## config.mk

```make
export PLATFORM = sky130hd
export DESIGN_NAME = mul_div_unit_flat
export DESIGN_NICKNAME = d
export VERILOG_FILES = /design/src/rtl/mul_div_unit_pkg.sv /design/src/rtl/mul_div_unit_if.sv /design/src/rtl/mul_div_unit_cond_neg.sv /design/src/rtl/mul_div_unit.sv /design/src/flat_wrapper.sv
export SDC_FILE = /design/constraint.sdc
export NUM_CORES = 1
export LEC_CHECK = 0
export BUFFER_PORTS_ARGS = -buffer_cell sky130_fd_sc_hd__buf_2
export CAP_MARGIN = 5
export CORE_ASPECT_RATIO = 0.7
export CORE_UTILIZATION = 35
export CTS_CLUSTER_DIAMETER = 150
export DETAILED_ROUTE_END_ITERATION = 10
export GPL_ROUTABILITY_DRIVEN = 1
export PLACE_DENSITY = 0.64
export SLEW_MARGIN = 0
export SYNTH_ARGS = -nofsm -noshare
export SYNTH_HDL_FRONTEND = slang
export SYNTH_SLANG_ARGS = --single-unit
```

## constraint.sdc

```tcl
create_clock -name i_clk -period 7.8 [get_ports i_clk]
set_input_delay 0.78 -clock i_clk [delete_from_list [all_inputs] [get_ports i_clk]]
set_output_delay 0.78 -clock i_clk [all_outputs]
set_load 0.03 [all_outputs]
```

## src/rtl/mul_div_unit_pkg.sv

```systemverilog
`default_nettype none
// ============================================================================
//  Module      : mdu_pkg
//  Description : Shared opcodes, FSM states and result-sign rules for the
//                iterative multiply/divide unit.
//  Revision    : 1.0 - initial release
// ============================================================================
package mdu_pkg;

  typedef enum logic [2:0] {
    OP_MULT  = 3'b000,
    OP_MULTU = 3'b001,
    OP_DIV   = 3'b010,
    OP_DIVU  = 3'b011,
    OP_MTHI  = 3'b100,
    OP_MTLO  = 3'b101
  } op_e;

  typedef enum logic [1:0] {
    ST_IDLE = 2'd0,
    ST_CALC = 2'd1,
    ST_SIGN = 2'd2
  } state_e;

  // Operand magnitudes are only taken for the signed variants.
  function automatic logic is_signed_op(input op_e op);
    return (op == OP_MULT) || (op == OP_DIV);
  endfunction

  // Result negation flags {hi_neg, lo_neg}. A product negates as a whole
  // (both bits equal); a quotient follows the XOR of operand signs while the
  // remainder follows the dividend so that division truncates toward zero.
  function automatic logic [1:0] res_neg(input op_e op, input logic s1,
                                         input logic s2);
    logic [1:0] r;
    r = 2'b00;
    if (op == OP_MULT)     r = {2{s1 ^ s2}};
    else if (op == OP_DIV) r = {s1, s1 ^ s2};
    return r;
  endfunction

endpackage
`default_nettype wire

```

## src/rtl/mul_div_unit_if.sv

```systemverilog
`default_nettype none
// ============================================================================
//  Module      : mul_div_unit_if
//  Description : Request/response bundle between the execute-stage control
//                and the multiply/divide unit.
//  Revision    : 1.0 - initial release
// ============================================================================
interface mul_div_unit_if #(
  parameter int WIDTH = 32
) ();
  logic             i_start;
  logic [2:0]       i_op;
  logic [WIDTH-1:0] i_op1;
  logic [WIDTH-1:0] i_op2;
  logic [WIDTH-1:0] o_hi;
  logic [WIDTH-1:0] o_lo;
  logic             o_busy;
  logic             o_done;
  logic             o_div0;

  modport master (
    output i_start, i_op, i_op1, i_op2,
    input  o_hi, o_lo, o_busy, o_done, o_div0
  );

  modport slave (
    input  i_start, i_op, i_op1, i_op2,
    output o_hi, o_lo, o_busy, o_done, o_div0
  );
endinterface
`default_nettype wire

```

## src/rtl/mul_div_unit_cond_neg.sv

```systemverilog
`default_nettype none
// ============================================================================
//  Module      : cond_neg
//  Description : Two's-complement negate when i_neg is set, else pass-through.
//  Revision    : 1.0 - initial release
// ============================================================================
module cond_neg #(
  parameter int W = 32
) (
  input  wire logic [W-1:0] i_a,
  input  wire logic         i_neg,
  output logic      [W-1:0] o_y
);
  // Negation of the most negative value wraps to itself, which is what the
  // MIN / -1 and |MIN| cases rely on.
  assign o_y = i_neg ? (~i_a + W'(1)) : i_a;
endmodule
`default_nettype wire

```

## src/rtl/mul_div_unit.sv

```systemverilog
`default_nettype none
// ============================================================================
//  Module      : mul_div_unit
//  Description : Iterative multiply/divide unit with architectural HI/LO.
//                Radix-2 shift-add multiply and restoring divide, one bit
//                per cycle, followed by a sign fix-up cycle.
//  Revision    : 1.0 - initial release
// ============================================================================
module mul_div_unit
  import mdu_pkg::*;
#(
  parameter int WIDTH = 32
) (
  input wire logic        i_clk,
  input wire logic        i_rst_n,
  mul_div_unit_if.slave   bus
);

  localparam int CNT_W = $clog2(WIDTH + 1);

  state_e             state_q, state_d;
  logic [CNT_W-1:0]   cnt_q, cnt_d;
  logic [WIDTH-1:0]   acc_hi_q, acc_hi_d;  // product high half / partial remainder
  logic [WIDTH-1:0]   acc_lo_q, acc_lo_d;  // multiplier / dividend -> quotient
  logic [WIDTH-1:0]   mag_q, mag_d;        // multiplicand / divisor magnitude
  logic [1:0]         neg_q, neg_d;        // {hi_neg, lo_neg}
  logic               is_div_q, is_div_d;
  logic               dz_q, dz_d;
  logic [WIDTH-1:0]   hi_q, hi_d;
  logic [WIDTH-1:0]   lo_q, lo_d;
  logic               done_q, done_d;
  logic               div0_q, div0_d;

  op_e                op_w;
  logic               sgn_w;
  logic [WIDTH-1:0]   mag1_w, mag2_w;
  logic [WIDTH:0]     sum_w, rem_sh_w, diff_w;
  logic [2*WIDTH-1:0] prod_fix_w;
  logic [WIDTH-1:0]   quo_fix_w, rem_fix_w;

  assign op_w  = op_e'(bus.i_op);
  assign sgn_w = is_signed_op(op_w);

  cond_neg #(.W(WIDTH)) u_mag1 (
    .i_a(bus.i_op1), .i_neg(sgn_w & bus.i_op1[WIDTH-1]), .o_y(mag1_w));
  cond_neg #(.W(WIDTH)) u_mag2 (
    .i_a(bus.i_op2), .i_neg(sgn_w & bus.i_op2[WIDTH-1]), .o_y(mag2_w));
  cond_neg #(.W(2*WIDTH)) u_prod (
    .i_a({acc_hi_q, acc_lo_q}), .i_neg(neg_q[0]), .o_y(prod_fix_w));
  cond_neg #(.W(WIDTH)) u_quo (
    .i_a(acc_lo_q), .i_neg(neg_q[0]), .o_y(quo_fix_w));
  cond_neg #(.W(WIDTH)) u_rem (
    .i_a(acc_hi_q), .i_neg(neg_q[1]), .o_y(rem_fix_w));

  // Datapath step values: shift-add sum and restoring-divide trial subtract.
  always_comb begin
    sum_w    = {1'b0, acc_hi_q} + (acc_lo_q[0] ? {1'b0, mag_q} : '0);
    rem_sh_w = {acc_hi_q, acc_lo_q[WIDTH-1]};
    diff_w   = rem_sh_w - {1'b0, mag_q};
  end

  // Next-state and datapath control.
  always_comb begin
    state_d  = state_q;
    cnt_d    = cnt_q;
    acc_hi_d = acc_hi_q;
    acc_lo_d = acc_lo_q;
    mag_d    = mag_q;
    neg_d    = neg_q;
    is_div_d = is_div_q;
    dz_d     = dz_q;
    hi_d     = hi_q;
    lo_d     = lo_q;
    done_d   = 1'b0;
    div0_d   = div0_q;
    case (state_q)
      ST_IDLE: begin
        if (bus.i_start) begin
          case (op_w)
            OP_MULT, OP_MULTU, OP_DIV, OP_DIVU: begin
              div0_d   = 1'b0;
              neg_d    = res_neg(op_w, bus.i_op1[WIDTH-1], bus.i_op2[WIDTH-1]);
              is_div_d = bus.i_op[1];
              acc_hi_d = '0;
              acc_lo_d = bus.i_op[1] ? mag1_w : mag2_w;
              mag_d    = bus.i_op[1] ? mag2_w : mag1_w;
              cnt_d    = CNT_W'(WIDTH);
              dz_d     = bus.i_op[1] && (bus.i_op2 == '0);
              state_d  = (bus.i_op[1] && (bus.i_op2 == '0)) ? ST_SIGN : ST_CALC;
            end
            OP_MTHI: begin
              hi_d   = bus.i_op1;
              done_d = 1'b1;
              div0_d = 1'b0;
            end
            OP_MTLO: begin
              lo_d   = bus.i_op1;
              done_d = 1'b1;
              div0_d = 1'b0;
            end
            default: ;
          endcase
        end
      end
      ST_CALC: begin
        cnt_d = cnt_q - CNT_W'(1);
        if (is_div_q) begin
          if (!diff_w[WIDTH]) begin
            acc_hi_d = diff_w[WIDTH-1:0];
            acc_lo_d = {acc_lo_q[WIDTH-2:0], 1'b1};
          end else begin
            acc_hi_d = rem_sh_w[WIDTH-1:0];
            acc_lo_d = {acc_lo_q[WIDTH-2:0], 1'b0};
          end
        end else begin
          acc_hi_d = sum_w[WIDTH:1];
          acc_lo_d = {sum_w[0], acc_lo_q[WIDTH-1:1]};
        end
        if (cnt_q == CNT_W'(1)) state_d = ST_SIGN;
      end
      ST_SIGN: begin
        state_d = ST_IDLE;
        done_d  = 1'b1;
        if (dz_q) begin
          div0_d = 1'b1;
        end else if (is_div_q) begin
          hi_d = rem_fix_w;
          lo_d = quo_fix_w;
        end else begin
          {hi_d, lo_d} = prod_fix_w;
        end
      end
      default: state_d = ST_IDLE;
    endcase
  end

  // State register; reset aborts any operation in flight.
  always_ff @(posedge i_clk or negedge i_rst_n) begin
    if (!i_rst_n) begin
      state_q  <= ST_IDLE;
      cnt_q    <= '0;
      acc_hi_q <= '0;
      acc_lo_q <= '0;
      mag_q    <= '0;
      neg_q    <= '0;
      is_div_q <= 1'b0;
      dz_q     <= 1'b0;
      hi_q     <= '0;
      lo_q     <= '0;
      done_q   <= 1'b0;
      div0_q   <= 1'b0;
    end else begin
      state_q  <= state_d;
      cnt_q    <= cnt_d;
      acc_hi_q <= acc_hi_d;
      acc_lo_q <= acc_lo_d;
      mag_q    <= mag_d;
      neg_q    <= neg_d;
      is_div_q <= is_div_d;
      dz_q     <= dz_d;
      hi_q     <= hi_d;
      lo_q     <= lo_d;
      done_q   <= done_d;
      div0_q   <= div0_d;
    end
  end

  assign bus.o_hi   = hi_q;
  assign bus.o_lo   = lo_q;
  assign bus.o_busy = (state_q != ST_IDLE);
  assign bus.o_done = done_q;
  assign bus.o_div0 = div0_q;

endmodule
`default_nettype wire

```

## src/flat_wrapper.sv

```systemverilog
// flat-port wrapper written by rule: the top's interface ports become plain ports
module mul_div_unit_flat import mdu_pkg::*;
#(
  parameter int WIDTH = 32
)
  (i_clk, i_rst_n, bus_i_start, bus_i_op, bus_i_op1, bus_i_op2, bus_o_hi, bus_o_lo, bus_o_busy, bus_o_done, bus_o_div0);
  mul_div_unit_if #(.WIDTH(WIDTH)) bus_i ();
  input wire logic i_clk;
  input wire logic i_rst_n;
  input wire logic [$bits(bus_i.i_start)-1:0] bus_i_start;
  input wire logic [$bits(bus_i.i_op)-1:0] bus_i_op;
  input wire logic [$bits(bus_i.i_op1)-1:0] bus_i_op1;
  input wire logic [$bits(bus_i.i_op2)-1:0] bus_i_op2;
  output wire logic [$bits(bus_i.o_hi)-1:0] bus_o_hi;
  output wire logic [$bits(bus_i.o_lo)-1:0] bus_o_lo;
  output wire logic [$bits(bus_i.o_busy)-1:0] bus_o_busy;
  output wire logic [$bits(bus_i.o_done)-1:0] bus_o_done;
  output wire logic [$bits(bus_i.o_div0)-1:0] bus_o_div0;
  assign bus_i.i_start = bus_i_start;
  assign bus_i.i_op = bus_i_op;
  assign bus_i.i_op1 = bus_i_op1;
  assign bus_i.i_op2 = bus_i_op2;
  assign bus_o_hi = bus_i.o_hi;
  assign bus_o_lo = bus_i.o_lo;
  assign bus_o_busy = bus_i.o_busy;
  assign bus_o_done = bus_i.o_done;
  assign bus_o_div0 = bus_i.o_div0;
  mul_div_unit #(.WIDTH(WIDTH)) u_core (.i_clk(i_clk), .i_rst_n(i_rst_n), .bus(bus_i));
endmodule
```

==> results.ini <==
[sta]
period_share_pct=56.6
maxSlewViolCount=0
hold_violations=0
slew_headroom_pct=21.7
rsz0062_at_grt=no
setup_tns_ns=0
period_minus_slack_ns=4.42
fmax_mhz=226
skew_ns=0.0114
worst-slew-pin-transition_ns=1.17
setup_viol=0

[worst_setup_path]
r2r_start=u_core.acc_lo_q[0]$_DFFE_PN0P_
r2r_cells=13
path_buf_inv=2
worstPathRequired_ns=8.15
crit_slowest_cell=inv_1
cp_num_cells=13
arrival_ns=4.76
cp_top_family=compound AO/OA/AOI/OAI gates
worst_path_most_repeated_cell=o311a_1
cpPeakStageDelay_ns=0.89
cp-start-kind=flop
worstPathCellList=inv_1 > nor2_1 > ha_1 > nor2b_1 > o31a_1 > nor4_1 > o211a_1 > o311ai_1 > buf_4 > a221oi_1 > o311a_1 > o21ai_0 > o311a_1
path_class=reg2reg
startpoint=u_core.acc_lo_q[0]$_DFFE_PN0P_
end_kind=flop
worstPathMaxFanout=31

[synth]
synth_edf_count=0
ys_warn_count=0
synth_sequential_area_ratio_pct=28.9
synth_flop_cell=dfrtp_1
synth_cells=1965
synth_cell_type_count=66
synth.avg_cell_area_sq_um=7.66
synth_area_sq_mm=0.0151
syn_nets=2107
synthArstFlopShare_pct=100
synth-seq-cells=174

[floorplanning]
die_height_um=176
std_cell_rows=63
die_w_um=250
boundaryPins=137
coreArea_sq_mm=0.0424
die_area_sq_mm=0.0439
initial_core_util_pct=35.5

[place]
port_buffers=136
gp_congestion=1.02
dpl_cell_area_sq_mm=0.0161
dp_hpwl_mm=45.9

[final_layout]
layout-drive-gt1-share_pct=10.7
syn_to_final_growth_pct=10.9
final_nets=2160
n_antenna_cell=0
stdcell_area_sq_mm=0.0167

[power_and_ir_drop]
power_density_mw_per_mm2=502
p_leak_nw=7.28
max-vdd-ir-drop_uv=209

[worst_hold_path]
hp-class=in2async

[grt]
globalRoute.totalOverflow=0
grt_pass1_vias=13993
grt_antenna_before_repair=1
grt_max_degree=102
grt_use_total_pct=27.0
grt_pass1_wl_mm=89.4

[clocking]
cts_tree=built
clock-root-buffer=clkbuf_16
cts_setup_buffers=0
cts.clk_slew.worst_paths_ns=0.08
holdBufCountCts=0
cts_buffers=17
insertion_delay_ns=0.46
ctsResizeCount=0
cts_sinks=174
clk_path_buf_depth=2
htreeDepth=4

[drt]
num_vias=15633
drc=0
wl_met2_mm=21.9
wirelength_mm=59.4
drtPass1Iterations=6
routed.top_layer=met4
wl_met3_mm=8.25
drt-met1-wl_mm=28.1
post_drt_wl_per_cell_um=23.0
drt_iter0_drc=2087
vias_per_cell=6.05
ant_nets=0

[flow_run]
cap_viol_max_count=0

[status]
status=finished clean

## worst register-to-register path, cell delays in order, from the launching register on
cell and delay, ns:
dfrtp_1 0.48, inv_1 0.89, nor2_1 0.14, ha_1 0.37
nor2b_1 0.17, o31a_1 0.27, nor4_1 0.46, o211a_1 0.31
o311ai_1 0.10, buf_4 0.18, a221oi_1 0.46, o311a_1 0.23
o21ai_0 0.08, o311a_1 0.16
## cell usage in the layout, fill, tap and decap left out, types with 32 or more instances in the layout
master / netlist / final
nor2_1: 230 / 229
buf_2: 5 / 135
ha_1: 70 / 70
o21ai_0: 191 / 191
o31ai_1: 40 / 40
a21o_1: 43 / 43
mux2i_1: 41 / 41
xnor2_1: 91 / 91
nand3_1: 39 / 39
inv_1: 64 / 64
xor2_1: 81 / 81
nor3_1: 32 / 32
dfrtp_1: 174 / 173
a21oi_1: 174 / 174
nand2_1: 217 / 217
## cell usage after synthesis, types with 41 or more instances
master / n / share of area (%)
dfrtp_1: 174 / 29
o21ai_0: 191 / 6.3
nor2_1: 230 / 5.7
mux2i_1: 41 / 2.7
xnor2_1: 91 / 5.3
a21o_1: 43 / 2.1
ha_1: 70 / 5.8
clkbuf_1: 108 / 2.7
xor2_1: 81 / 4.7
nand2_1: 217 / 5.4
a21oi_1: 174 / 5.8
inv_1: 64 / 1.6
## through the flow
| stage | instances | hold slack (ns) | setup slack, ns | power (mW) | util, % |
|---|---|---|---|---|---|
| 3_5_place_dp | 2551 | 0.461 | 3.51 | 7.34 | 38.1 |
| 3_3_place_gp | 2551 | 0.454 | 3.69 | 7.27 | 38.1 |
| 2_1_floorplan | 1965 | 0.446 | 4.23 | 5.68 | - |
| 5_1_grt | 2583 | 0.479 | 3.14 | 8.93 | 39.4 |
| 6_report | 2583 | 0.436 | 3.38 | 8.39 | 39.4 |
| 4_1_cts | 2583 | 0.476 | 3.51 | 8.22 | 39.4 |
## power breakdown
part / switching, mW / internal [mW]
registers: 0.690 / 1.33
logic: 3.50 / 2.01
clock network: 0.415 / 0.452
total: 4.60 / 3.78
## state kept, by name, summed over array words and instances (netlist names)
name / flops
u_core.bus.o_hi: 32
u_core.is_div_q: 1
u_core.mag_q: 32
u_core.bus.o_div0: 1
u_core.acc_lo_q: 32
u_core.state_q: 2
u_core.cnt_q: 6
u_core.bus.o_done: 1
u_core.bus.o_lo: 32
u_core.neg_q: 2
u_core.acc_hi_q: 32
u_core.dz_q: 1
## cells by family after synthesis
| logic type | share of synthesized area (%) |
|---|---|
| AND/OR/NAND/NOR | 20.4 |
| flip-flops | 28.9 |
| adder cells (fa/ha/maj) | 6.08 |
| AO/OA/AOI/OAI | 26.6 |
| buffers and inverters | 4.68 |
| XOR/XNOR | 10.0 |
| multiplexers | 3.25 |
## final cells by class
class | count | area (sq um)
clock buffers | 21 | 450
clock inverters | 11 | 109
fillers | 4360 | 25700
inverters | 64 | 240
multi-input cells | 1605 | 10000
flip-flops and latches | 174 | 4360
well taps | 552 | 691
repair buffers | 156 | 837
## metal layers
metal  up-vias  track usage [%]
met4         0             6.53
met2       891             33.6
met3        68             10.3
li1       7159                -
met1      7515             41.8
met5         -                0
## path summary, 6_finish.rpt
check / endpoint / slack, ns
worst min register to register: u_core.bus.o_lo[25]$_DFFE_PN0P_ / 0.47
max in group asynchronous: u_core.is_div_q$_DFFE_PN0P_ / 5.74
worst min-delay path: u_core.bus.o_lo[3]$_DFFE_PN0P_ / 0.44
worst max register to register: u_core.acc_hi_q[31]$_DFFE_PN0P_ / 3.38
worst max-delay path: u_core.acc_hi_q[31]$_DFFE_PN0P_ / 3.38
min in group i_clk: u_core.bus.o_lo[25]$_DFFE_PN0P_ / 0.47
(Power assumes the default switching activity.)
